**config.mk**
```make
export PLATFORM = sky130hd
export DESIGN_NAME = display_scheduler
export DESIGN_NICKNAME = d
export VERILOG_FILES = /design/src/rtl/display_scheduler.sv
export SDC_FILE = /design/constraint.sdc
export NUM_CORES = 1
export LEC_CHECK = 0
export CORE_AREA = 2 2 76 115
export DETAILED_ROUTE_END_ITERATION = 10
export DIE_AREA = 0 0 78 117
export GPL_TIMING_DRIVEN = 0
export PLACE_DENSITY = 0.93
export SLEW_MARGIN = 15
export SYNTH_ARGS = -nofsm -noshare
export SYNTH_HDL_FRONTEND = slang
export SYNTH_SLANG_ARGS = --single-unit
export TNS_END_PERCENT = 30
```
**constraint.sdc**
```tcl
create_clock -name CLK -period 3 [get_ports CLK]
set_clock_uncertainty 0.1 [all_clocks]
set_input_delay 0.3 -clock CLK [delete_from_list [all_inputs] [get_ports CLK]]
set_output_delay 0.3 -clock CLK [all_outputs]
set_load 0.02 [all_outputs]
```
**src/rtl/display_scheduler.sv**
```systemverilog
// Rotating content scheduler for the SHD0028 6-digit display driver: captures
// thermometer, hygrometer and RTC samples and sequences them onto the driver inputs.
module display_scheduler #(
  parameter int unsigned TICK_DIV   = 25_000_000,
  parameter int unsigned DWELL_TIME = 10,
  parameter int unsigned DWELL_TEMP = 10,
  parameter int unsigned DWELL_HUM  = 6
) (
  input  logic        CLK,
  input  logic        RST_n,
  input  logic [12:0] TEMP_BCD,
  input  logic        TEMP_VALID,
  input  logic [11:0] HUM_BCD,
  input  logic        HUM_VALID,
  input  logic [23:0] RTC_BCD,
  input  logic        RTC_VALID,
  input  logic        NEXT,
  output logic [23:0] DISP_DATA,
  output logic        DISP_SEL,
  output logic        DISP_COLON,
  output logic [1:0]  MODE
);

  localparam int unsigned TICK_W  = (TICK_DIV > 1) ? $clog2(TICK_DIV) : 1;
  localparam int unsigned DWELL_W = 4;
  localparam int unsigned DATA_W  = 24;
  localparam int unsigned TEMP_W  = 13;
  localparam int unsigned HUM_W   = 12;
  localparam logic [TICK_W-1:0] TICK_LAST = TICK_W'(TICK_DIV - 1);

  typedef enum logic [1:0] {
    ST_IDLE = 2'd0,
    ST_TIME = 2'd1,
    ST_TEMP = 2'd2,
    ST_HUM  = 2'd3
  } state_e;

  state_e              state_q, state_d;
  logic [TICK_W-1:0]   tick_cnt_q, tick_cnt_d;
  logic [DWELL_W-1:0]  dwell_cnt_q, dwell_cnt_d;
  logic [DWELL_W-1:0]  dwell_last_c;
  logic                colon_q, colon_d;
  logic                tick_c;
  logic                advance_c;

  logic [DATA_W-1:0]   rtc_q, rtc_d;
  logic [TEMP_W-1:0]   temp_q, temp_d;
  logic [HUM_W-1:0]    hum_q, hum_d;
  logic                have_rtc_q, have_rtc_d;
  logic                have_temp_q, have_temp_d;
  logic                have_hum_q, have_hum_d;

  logic [DATA_W-1:0]   disp_data_q, disp_data_d;
  logic                disp_sel_q, disp_sel_d;
  logic                disp_colon_q, disp_colon_d;
  logic [1:0]          mode_q, mode_d;

  // First source after cur in TIME -> TEMP -> HUM order that has a sample; from IDLE, first valid one.
  function automatic state_e next_source(input state_e cur, input logic hr,
                                         input logic ht, input logic hh);
    state_e nxt;
    case (cur)
      ST_TIME: nxt = ht ? ST_TEMP : (hh ? ST_HUM  : ST_TIME);
      ST_TEMP: nxt = hh ? ST_HUM  : (hr ? ST_TIME : ST_TEMP);
      ST_HUM:  nxt = hr ? ST_TIME : (ht ? ST_TEMP : ST_HUM);
      default: nxt = hr ? ST_TIME : (ht ? ST_TEMP : (hh ? ST_HUM : ST_IDLE));
    endcase
    return nxt;
  endfunction

  assign tick_c = (tick_cnt_q == TICK_LAST);

  // Shadow capture, sticky presence flags and free-running half-second divider.
  always_comb begin
    rtc_d       = rtc_q;
    temp_d      = temp_q;
    hum_d       = hum_q;
    have_rtc_d  = have_rtc_q;
    have_temp_d = have_temp_q;
    have_hum_d  = have_hum_q;
    tick_cnt_d  = tick_c ? '0 : tick_cnt_q + TICK_W'(1);
    if (RTC_VALID) begin
      rtc_d      = RTC_BCD;
      have_rtc_d = 1'b1;
    end
    if (TEMP_VALID) begin
      temp_d      = TEMP_BCD;
      have_temp_d = 1'b1;
    end
    if (HUM_VALID) begin
      hum_d      = HUM_BCD;
      have_hum_d = 1'b1;
    end
  end

  always_ff @(posedge CLK) begin
    if (!RST_n) begin
      rtc_q       <= '0;
      temp_q      <= '0;
      hum_q       <= '0;
      have_rtc_q  <= 1'b0;
      have_temp_q <= 1'b0;
      have_hum_q  <= 1'b0;
      tick_cnt_q  <= '0;
    end else begin
      rtc_q       <= rtc_d;
      temp_q      <= temp_d;
      hum_q       <= hum_d;
      have_rtc_q  <= have_rtc_d;
      have_temp_q <= have_temp_d;
      have_hum_q  <= have_hum_d;
      tick_cnt_q  <= tick_cnt_d;
    end
  end

  always_comb begin
    dwell_last_c = '0;
    case (state_q)
      ST_TIME: dwell_last_c = DWELL_W'(DWELL_TIME - 1);
      ST_TEMP: dwell_last_c = DWELL_W'(DWELL_TEMP - 1);
      ST_HUM:  dwell_last_c = DWELL_W'(DWELL_HUM - 1);
      default: dwell_last_c = '0;
    endcase
  end

  // FSM state register, including the dwell counter and colon phase.
  always_ff @(posedge CLK) begin
    if (!RST_n) begin
      state_q     <= ST_IDLE;
      dwell_cnt_q <= '0;
      colon_q     <= 1'b0;
    end else begin
      state_q     <= state_d;
      dwell_cnt_q <= dwell_cnt_d;
      colon_q     <= colon_d;
    end
  end

  // Next state: NEXT and dwell expiry share one advance, so a coincidence steps once.
  always_comb begin
    state_d     = state_q;
    dwell_cnt_d = dwell_cnt_q;
    colon_d     = colon_q;
    advance_c   = 1'b0;
    if (state_q == ST_IDLE) begin
      advance_c = have_rtc_q | have_temp_q | have_hum_q;
    end else begin
      advance_c = NEXT | (tick_c && (dwell_cnt_q == dwell_last_c));
    end
    if (advance_c) begin
      state_d     = next_source(state_q, have_rtc_q, have_temp_q, have_hum_q);
      dwell_cnt_d = '0;
      colon_d     = (state_d == ST_TIME);
    end else if (tick_c && (state_q != ST_IDLE)) begin
      dwell_cnt_d = dwell_cnt_q + DWELL_W'(1);
      colon_d     = (state_q == ST_TIME) ? ~colon_q : 1'b0;
    end
  end

  // Output frame, formatted from the state and live shadow contents.
  always_comb begin
    disp_data_d  = '0;
    disp_sel_d   = 1'b0;
    disp_colon_d = 1'b0;
    mode_d       = state_q;
    case (state_q)
      ST_TIME: begin
        disp_data_d  = rtc_q;
        disp_colon_d = colon_q;
      end
      ST_TEMP: begin
        disp_data_d = {10'b0, temp_q[12], 1'b1, temp_q[11:0]};
        disp_sel_d  = 1'b1;
      end
      ST_HUM: begin
        disp_data_d = {10'b0, 1'b0, 1'b0, hum_q};
        disp_sel_d  = 1'b1;
      end
      default: ;
    endcase
  end

  // All display outputs share one register stage so the driver never sees a mixed frame.
  always_ff @(posedge CLK) begin
    if (!RST_n) begin
      disp_data_q  <= '0;
      disp_sel_q   <= 1'b0;
      disp_colon_q <= 1'b0;
      mode_q       <= '0;
    end else begin
      disp_data_q  <= disp_data_d;
      disp_sel_q   <= disp_sel_d;
      disp_colon_q <= disp_colon_d;
      mode_q       <= mode_d;
    end
  end

  assign DISP_DATA  = disp_data_q;
  assign DISP_SEL   = disp_sel_q;
  assign DISP_COLON = disp_colon_q;
  assign MODE       = mode_q;

endmodule

```
==> flow_summary.ini <==
[run]
maxCapViolCount = 0

[critical_path]
arrival_ns = 2.39
required_ns = 3.12
max_stage_delay_ns = 0.69
startpoint_type = register
path_buf_inv = 1
reg2reg_depth = 5
critical_path.max_fanout = 10
crit_family = compound AO/OA/AOI/OAI gates
path_cells = ha_1 > nand4_1 > o31ai_1 > clkbuf_1 > nor2_1
end_kind = register
crit_path_start = tick_cnt_q[0]$_SDFF_PP0_
critical_path_depth = 5
cp_slowest_cell = o31ai_1
path_class = register to register
r2r_start = tick_cnt_q[0]$_SDFF_PP0_

[power_and_ir_drop]
pwr_density_cell_mw_per_mm2 = 585
p_seq_share_pct = 48.9
clkPwrFrac_pct = 36.9
peakVddDrop_mv = 0.367
swShare_pct = 26.0
combPwrFrac_pct = 14.1
p_leak_nw = 2.19
power.switching_mw = 0.850
p_int_mw = 2.42

[layout]
drive_gt1_share_pct = 4.02
seqCellArea_sq_mm = 0.00224
nNetsFinal = 578
fillers = 562
layout-area-overhead-vs-synth_pct = 27.8
diodes = 0
stdcell_count = 629
multiInputGateArea_sq_mm = 0.00200

[synthesis]
synth_fp_nets = 489
synth_common_cells = dfxtp_1, mux2i_1, nor2b_1
synthFlopType = dfxtp_1
postSynthAreaPerCell_sq_um = 10.2
synthCells = 428
netlist_top_cells_area = dfxtp_1, mux2i_1, nor2b_1
yosys.area.top_type_share_pct = 51.2
synth_most_common_cell = dfxtp_1
synth_cell_types = 42
synth_seq_cells = 112
async_flop_share_pct = 0
synth_area_sq_mm = 0.00438
yosysWarningCount = 0
synth_edf_count = 0
ys_seq_area_share_pct = 51.2
synth_top_area_cell = dfxtp_1

[worst_hold_path]
hold_path_startpoint = HUM_VALID
min_path_cells = 3
hold_class = primary input to register

[cts]
cts.sinks = 112
cts_buffers = 9
clk_pin_slew_ns = 0.07
cts_buffer_depth = 2
cts_tree = built
post_cts_buffers = 0
clock-root-buffer = clkbuf_16
post_cts_resized = 0
h-tree-depth = 3
clkLatencyLatePin_ns = 0.35
cts_hold_buffers = 0

[placement]
numPlacedInstances = 613
gp_congestion = 0.854
port_buffers = 78
dp_hpwl_microns = 7670

[die]
initial_core_util_pct = 53.4
row_count = 41
pin_count = 83
core-area_sq_mm = 0.00821
fp.dieArea_sq_mm = 0.00913
die_w_microns = 78
fp.dieH_microns = 117

[routing]
drt_wl_total_microns = 11100
wl_per_cell_microns = 17.7
postRouteAntennaNets = 0
drc = 0
viasPerCell = 5.61
first_pass_iters = 8
vias = 3527
drt_iter0_markers = 246

[grt]
grt_pass1_wl_microns = 17400
grt_pass1_vias = 3716
track_usage_pct = 24.9
overflow = 0
grt_max_degree = 20
antenna_found_initial = 0

[outcome]
status = complete, no violations

[timing]
tns_ns = 0
fin_crit_ns = 2.27
tightest_slew_ns = 0.985
finalMaxSlewViolations = 0
fmax_mhz = 440
setup_viol_count_final = 0
hold_viol = 0
fin_crit_sh_pct = 75.8
hold_ws_ns = 0.338
rsz0062_at_grt = false
slew_headroom_pct = 33.7
[cell type report]
class                   instances  area share (%)
repair buffers                 78            13.9
plain buffers                  28            2.01
multi-input cells             281            35.7
well taps                     107            2.39
inverters                       7           0.469
clock buffers                   9            4.02
clock inverters                 7            1.43
flip-flops and latches        112            40.0
[metal layers]
metal | vias up | GRT usage, % | routed length [microns]
met2 | 144 | 48.9 | 6210
met5 | - | 0 | 0
met4 | 0 | 11.2 | 264
met1 | 1696 | 24.1 | 3960
li1 | 1659 | - | -
met3 | 28 | 6.60 | 676
[power groups by stage]
stage / sequential, mW / combinational, mW / clock [mW]
2_1_floorplan: 1.64 / 0.253 / 0
3_3_place_gp: 1.63 / 0.430 / 0
3_5_place_dp: 1.63 / 0.448 / 0
4_1_cts: 1.60 / 0.459 / 1.22
5_1_grt: 1.61 / 0.494 / 1.29
6_report: 1.60 / 0.463 / 1.21
[state kept, by name, summed over array words and instances, names as in the netlist]
register     count
MODE             2
hum_q           12
have_rtc_q       1
temp_q          13
colon_q          1
tick_cnt_q      25
have_temp_q      1
mode_d           2
rtc_q           24
dwell_cnt_q      4
DISP_COLON       1
DISP_SEL         1
DISP_DATA       24
have_hum_q       1
[logic make-up (layout without fill, tap and decap cells)]
| logic type | Yosys count | after routing | share of synthesized area (%) |
|---|---|---|---|
| compound gates | 35 | 35 | 6.51 |
| simple gates | 162 | 162 | 20.3 |
| xor+xnor | 26 | 26 | 5.20 |
| buf+inv | 35 | 129 | 3.17 |
| fa+ha+maj | 6 | 6 | 1.71 |
| mux | 52 | 52 | 11.9 |
| flops | 112 | 112 | 51.2 |
[path summary, 6_finish.rpt]
path                                    to  slack, ns
setup reg to reg  tick_cnt_q[6]$_SDFF_PP0_       0.73
hold / removal       hum_q[0]$_SDFFE_PN0P_       0.34
setup / recovery  tick_cnt_q[6]$_SDFF_PP0_       0.73
hold reg to reg   DISP_DATA[16]$_SDFF_PN0_       0.38
[worst min-delay path, cell delays in order]
cell	delay, ns
clkbuf_1	0.16
mux2i_1	0.18
nor2b_1	0.11
[cell usage in the layout, fill, tap and decap left out, types with 3 or more instances in the layout]
master	instances
nor2_1	44
nand2_1	11
buf_1	3
ha_1	6
and3_1	15
dfxtp_1	112
clkbuf_16	9
clkbuf_1	24
clkdlybuf4s50_1	78
xnor2_1	7
nand3_1	12
nand4_1	10
a21oi_1	3
mux2i_1	52
and4_1	4
xor2_1	19
o21ai_0	4
nor2b_1	52
a222oi_1	12
inv_1	7
o21a_1	4
[per-stage QoR]
stage	util, %	setup slack (ns)	total power, mW	cell area, sq um
CTS	68.2	0.710	3.28	5600
global placement	64.5	0.867	2.06	5300
detailed placement	64.5	0.787	2.08	5300
global route	68.2	0.535	3.39	5600
finish	68.2	0.727	3.27	5600
floorplan	-	0.995	1.89	4380
Power figures use the tool's default switching activity.
